<file path="src/rtl/ddc_retune_ctrl_pkg.sv">
// Shared types and constants for the DDC retune controller.
// Phase increments assume a 192 MHz sample clock.
package ddc_ctrl_pkg;

  typedef enum logic [1:0] {
    HOLD  = 2'd0,
    FLUSH = 2'd1,
    RUN   = 2'd2
  } state_e;

  localparam logic [31:0] FREQ_75M = 32'h6400_0000;
  localparam logic [31:0] FREQ_32M = 32'h2AAA_AAAB;
  localparam int          SAMPLE_W = 32;

endpackage

</file>
<file path="src/rtl/ddc_retune_ctrl.sv">
// Retune sequencer for the NCO -> mixer -> CIC -> FIR chain: holds the chain in reset,
// flushes its transients, then forwards settled {I,Q} samples.
module ddc_retune_ctrl
  import ddc_ctrl_pkg::*;
#(
  parameter logic [31:0] DEF_FREQ  = FREQ_75M,
  parameter int          HOLD_CYC  = 8,
  parameter int          FLUSH_SMP = 16,
  parameter int          WDOG_CYC  = 4096,
  parameter int          DW        = SAMPLE_W
) (
  input  logic          clk,
  input  logic          n_rst,
  input  logic [31:0]   cfg_freq,
  input  logic          cfg_wr,
  input  logic [DW-1:0] ddc_data,
  input  logic          ddc_valid,
  output logic [31:0]   phi_inc,
  output logic          ddc_rst_n,
  output logic [DW-1:0] out_data,
  output logic          out_valid,
  output logic          busy,
  output logic          retune_done,
  output logic          wdog_err,
  output state_e        dbg_state
);

  // Handshake: ddc_valid qualifies ddc_data for exactly one cycle and there is no
  // back-pressure in either direction; out_valid is a 1-cycle pulse qualifying out_data.

  localparam int CW = (HOLD_CYC > 1) ? $clog2(HOLD_CYC) : 1;
  localparam int SW = $clog2(FLUSH_SMP + 1);
  localparam int WW = $clog2(WDOG_CYC + 1);

  localparam logic [CW-1:0] CNT_LAST = CW'(HOLD_CYC - 1);
  localparam logic [SW-1:0] SMP_LAST = SW'(FLUSH_SMP - 1);
  localparam logic [WW-1:0] WD_LAST  = WW'(WDOG_CYC - 1);

  state_e        state;
  logic [CW-1:0] cnt;
  logic [SW-1:0] smp;
  logic [WW-1:0] wd;
  logic          wd_fire;
  logic          go_hold;

  // A cfg_wr always lands on a HOLD entry edge, so the single pending slot is
  // consumed in the same cycle it is written and needs no storage of its own.
  assign wd_fire   = (state == FLUSH) && !ddc_valid && (wd == WD_LAST);
  assign go_hold   = cfg_wr || wd_fire;
  assign dbg_state = state;

  always_ff @(posedge clk or negedge n_rst) begin
    if (!n_rst) begin
      state       <= HOLD;
      phi_inc     <= DEF_FREQ;
      ddc_rst_n   <= 1'b0;
      busy        <= 1'b1;
      out_data    <= '0;
      out_valid   <= 1'b0;
      retune_done <= 1'b0;
      wdog_err    <= 1'b0;
      cnt         <= '0;
      smp         <= '0;
      wd          <= '0;
    end else begin
      retune_done <= 1'b0;
      out_valid   <= 1'b0;

      // Forwarding happens even on the cycle a retune is requested (old-frequency data).
      if (state == RUN && ddc_valid) begin
        out_data  <= ddc_data;
        out_valid <= 1'b1;
      end

      if (wd_fire) begin
        wdog_err <= 1'b1;
      end else if (cfg_wr) begin
        wdog_err <= 1'b0;
      end

      if (go_hold) begin
        state     <= HOLD;
        ddc_rst_n <= 1'b0;
        busy      <= 1'b1;
        cnt       <= '0;
        smp       <= '0;
        wd        <= '0;
        if (cfg_wr) begin
          phi_inc <= cfg_freq;
        end
      end else begin
        case (state)
          HOLD: begin
            if (cnt == CNT_LAST) begin
              state     <= FLUSH;
              ddc_rst_n <= 1'b1;
              cnt       <= '0;
            end else begin
              cnt <= cnt + 1'b1;
            end
          end
          FLUSH: begin
            if (ddc_valid) begin
              wd <= '0;
              if (smp == SMP_LAST) begin
                state       <= RUN;
                busy        <= 1'b0;
                retune_done <= 1'b1;
                smp         <= '0;
              end else begin
                smp <= smp + 1'b1;
              end
            end else if (wd != '1) begin
              wd <= wd + 1'b1;
            end
          end
          default: ;
        endcase
      end
    end
  end

endmodule

</file>
<file path="config.mk">
export PLATFORM = sky130hd
export DESIGN_NAME = ddc_retune_ctrl
export DESIGN_NICKNAME = d
export VERILOG_FILES = /design/src/rtl/ddc_retune_ctrl_pkg.sv /design/src/rtl/ddc_retune_ctrl.sv
export SDC_FILE = /design/constraint.sdc
export NUM_CORES = 1
export LEC_CHECK = 0
export BUFFER_PORTS_ARGS = -buffer_cell sky130_fd_sc_hd__buf_2
export CAP_MARGIN = 20
export CORE_ASPECT_RATIO = 1.2
export CORE_MARGIN = 5
export CORE_UTILIZATION = 53
export DETAILED_ROUTE_END_ITERATION = 8
export GPL_TIMING_DRIVEN = 1
export PLACE_DENSITY_LB_ADDON = 0.2
export SYNTH_ARGS = -nofsm -noshare
export SYNTH_HDL_FRONTEND = slang
export SYNTH_SLANG_ARGS = --single-unit
export TNS_END_PERCENT = 10
</file>
<file path="constraint.sdc">
create_clock -name clk -period 3 [get_ports clk]
set_clock_uncertainty 0.05 [all_clocks]
set_input_delay 0.6 -clock clk [delete_from_list [all_inputs] [get_ports clk]]
set_output_delay 0.6 -clock clk [all_outputs]
set_load 0.05 [all_outputs]
</file>
==> out/results.txt <==
layout cell share with drive strength beyond 1 = 42.9%
setup TNS = 0 ps
Chip Height = 104 um
DR vias = 3025
Pre-antenna DRT Iters = 4
GRT Total Usage = 19.5%
top-area cell type share of the netlist area = 56.1%
first-pass GRT wire length = 14400 um
crit share post-route = 69.9%
postcts setup bufs = 0
final setup violation count = 0
Worst Path Required = 3170 ps
CTS resizes = 0
worst path cell trace = ha_1 > nand3_1 > nor3_1 > a21o_1 > nor2_1
Chip Width = 88.5 um
FILL cells = 584
CTS Buf Count = 9
Clock Latency Late Sink = 350 ps
dpl ws = 726 ps
Reg clk slew, reported paths = 90 ps
Initial Util = 54.2%
GRT overflow = 0
Peak VDD IR = 0.305 mV
WS Path Type = flop to flop
Crit path largest cell delay = 460 ps
worst-path maximum fanout = 13
max cap viols = 0
count of mapped cells out of synthesis = 347
mapped cell area = 3920 sq um
placed insts = 564
Hold Vio Cnt, Final = 0
synth top area cells = dfrtp_1 56%, nand2_1 10%, mux2_2 9.2%
# diodes = 0
Clock Path Buffers = 2
CP max stage cell = a21o_1
die area = 9230 sq um
htree depth = 3
DR DRC count = 0
type of the most critical hold path = input pin to async pin
CP Launch Type = flop
register area share after synthesis = 58.8%
I/O pins = 139
CTS Root Cell = clkbuf_8
Yosys top cell by area = dfrtp_1
largest net degree at the start of global routing = 51
initial antenna violation count = 0
Row Count = 34
asr flop ratio synth = 100%
Fmax achieved = 477 MHz
GPL Wtd Cong = 0.777
Critical Path AT = 2260 ps
I/O Buffers = 138
P_leak = 2.60 nW
post-layout min period = 2100 ps
syn avg cell area = 11.3 sq um
P&R area growth vs syn = 23.6%
worst slew pin tran = 638 ps
Cell Pwr Density = 555 nW/um^2
drt wl/cell = 14.6 um
Core ar. = 7230 sq um
initial DRC count = 77
RSZ-0062 raised after global routing = false
outcome = completed
Post-DP HPWL = 6210 um
Top FF cell, synth = dfrtp_1
antenna viol nets, final = 0
Via density = 5.22
CTS Hold Bufs = 0
Final Non-Filler Cells = 580
setup slack after layout = 904 ps
Slew Viols, Final = 0
Slew headroom = 57.5%
crit path capture type = flop
Synthesized Nets = 419
synth warn = 0
post-synthesis sequential element count = 92
synth unique cells = 49
vias in the first global route = 3032
CTS tree = built
EDFF count, synth = 0
Final #Nets = 557
final wirelength = 8500 um
Sink Count = 92
sequential cells by signal (all words and copies together) (netlist names):
signal       count
out_data        32
phi_inc         32
wd              13
smp              5
cnt              3
dbg_state        2
busy             1
ddc_rst_n        1
out_valid        1
retune_done      1
wdog_err         1
final timing paths:
check / cells after the start / startpoint / slack, ps / to
max: 5 / wd[0] / 900 / smp[2]
min: 1 / n_rst / 210 / wd[7]
max reg2reg: 5 / wd[0] / 900 / smp[2]
min reg2reg: 2 / out_data[20] / 430 / out_data[20]
max in group asynchronous: 2 / n_rst / 1980 / busy
min in group clk: 3 / ddc_data[19] / 380 / out_data[19]
cells by family (layout without fill, tap and decap cells):
family          count (synthesis)  count (layout)  synth area share (%)
simple gates                  164             164                  20.2
flops                          92              92                  58.8
compound gates                 34              34                  7.21
mux                            33              33                  9.44
buf+inv                        19             162                  2.81
fa+ha+maj                       4               4                  1.28
xor+xnor                        1               1                 0.223
layout by cell type, fill, tap and decap left out, types with 2 or more instances in the layout:
cell / instances
a211o_1: 3
a21o_1: 2
a21oi_1: 7
a221o_1: 4
a22o_1: 3
a22o_2: 2
and3_1: 4
and3_2: 5
and4_1: 3
buf_2: 137
buf_4: 4
clkbuf_8: 9
clkinvlp_4: 2
dfrtp_1: 88
dfstp_2: 4
ha_1: 4
inv_1: 4
inv_6: 3
mux2_2: 32
nand2_1: 104
nand3_1: 8
nand3b_1: 3
nand4_1: 4
nor2_1: 17
nor3_1: 3
nor4b_1: 2
o21ai_0: 3
power breakdown:
group | internal, mW | leakage (nW) | switching [mW]
clock network | 0.309 | 0.0837 | 0.438
registers | 1.33 | 1.18 | 0.0415
logic | 0.154 | 1.34 | 0.423
area by class of cell:
cell class                      instances  area [sq um]  share of cell area, %
Inverter                                4          15.0                  0.310
Timing Repair Buffer                  142           736                   15.2
Clock buffer                           10           128                   2.63
Clock inverter                          6          46.3                  0.955
Multi-Input combinational cell        236          1510                   31.0
Tap cell                               90           113                   2.32
Sequential cell                        92          2310                   47.6
critical path: cells and delay by family, from the launching register on:
family,cells,cell delay (ps)
AND/OR/NAND/NOR,3,760
AO/OA/AOI/OAI,1,460
flip-flops,1,440
adder cells (fa/ha/maj),1,260
synthesized netlist by cell type, types with 2 or more instances:
| library cell | instances |
|---|---|
| nor3_1 | 3 |
| a22o_1 | 3 |
| dfrtp_1 | 88 |
| inv_1 | 4 |
| nand4_1 | 4 |
| a221o_1 | 4 |
| o21ai_0 | 3 |
| and3_2 | 5 |
| nand3_1 | 8 |
| buf_6 | 5 |
| nor4b_1 | 2 |
| clkbuf_1 | 8 |
| ha_1 | 4 |
| and4_1 | 3 |
| a211o_1 | 3 |
| a21oi_1 | 7 |
| nor2_1 | 17 |
| a22o_2 | 2 |
| nand3b_1 | 3 |
| mux2_2 | 32 |
| dfstp_2 | 4 |
| and3_1 | 4 |
| nand2_1 | 104 |
| a21o_1 | 2 |
per-layer routing:
layer | vias to the layer above | global-route usage, % | part of all wire, %
met5 | - | 0 | 0
met4 | 0 | 8.32 | 2.2
met3 | 15 | 4.28 | 7.5
met2 | 101 | 31.7 | 50
met1 | 1440 | 24.8 | 40
li1 | 1469 | - | -
through the flow:
step / cell area (sq um) / total power, mW / hold WS, ps / util (%)
global route: 4850 / 2.82 / 272 / 67.1
global placement: 4680 / 1.97 / 404 / 64.7
floorplan: 3920 / 1.80 / 254 / -
CTS: 4850 / 2.73 / 231 / 67.1
detailed placement: 4680 / 1.98 / 407 / 64.7
finish: 4850 / 2.69 / 211 / 67.1
Power figures use the tool's default switching activity.
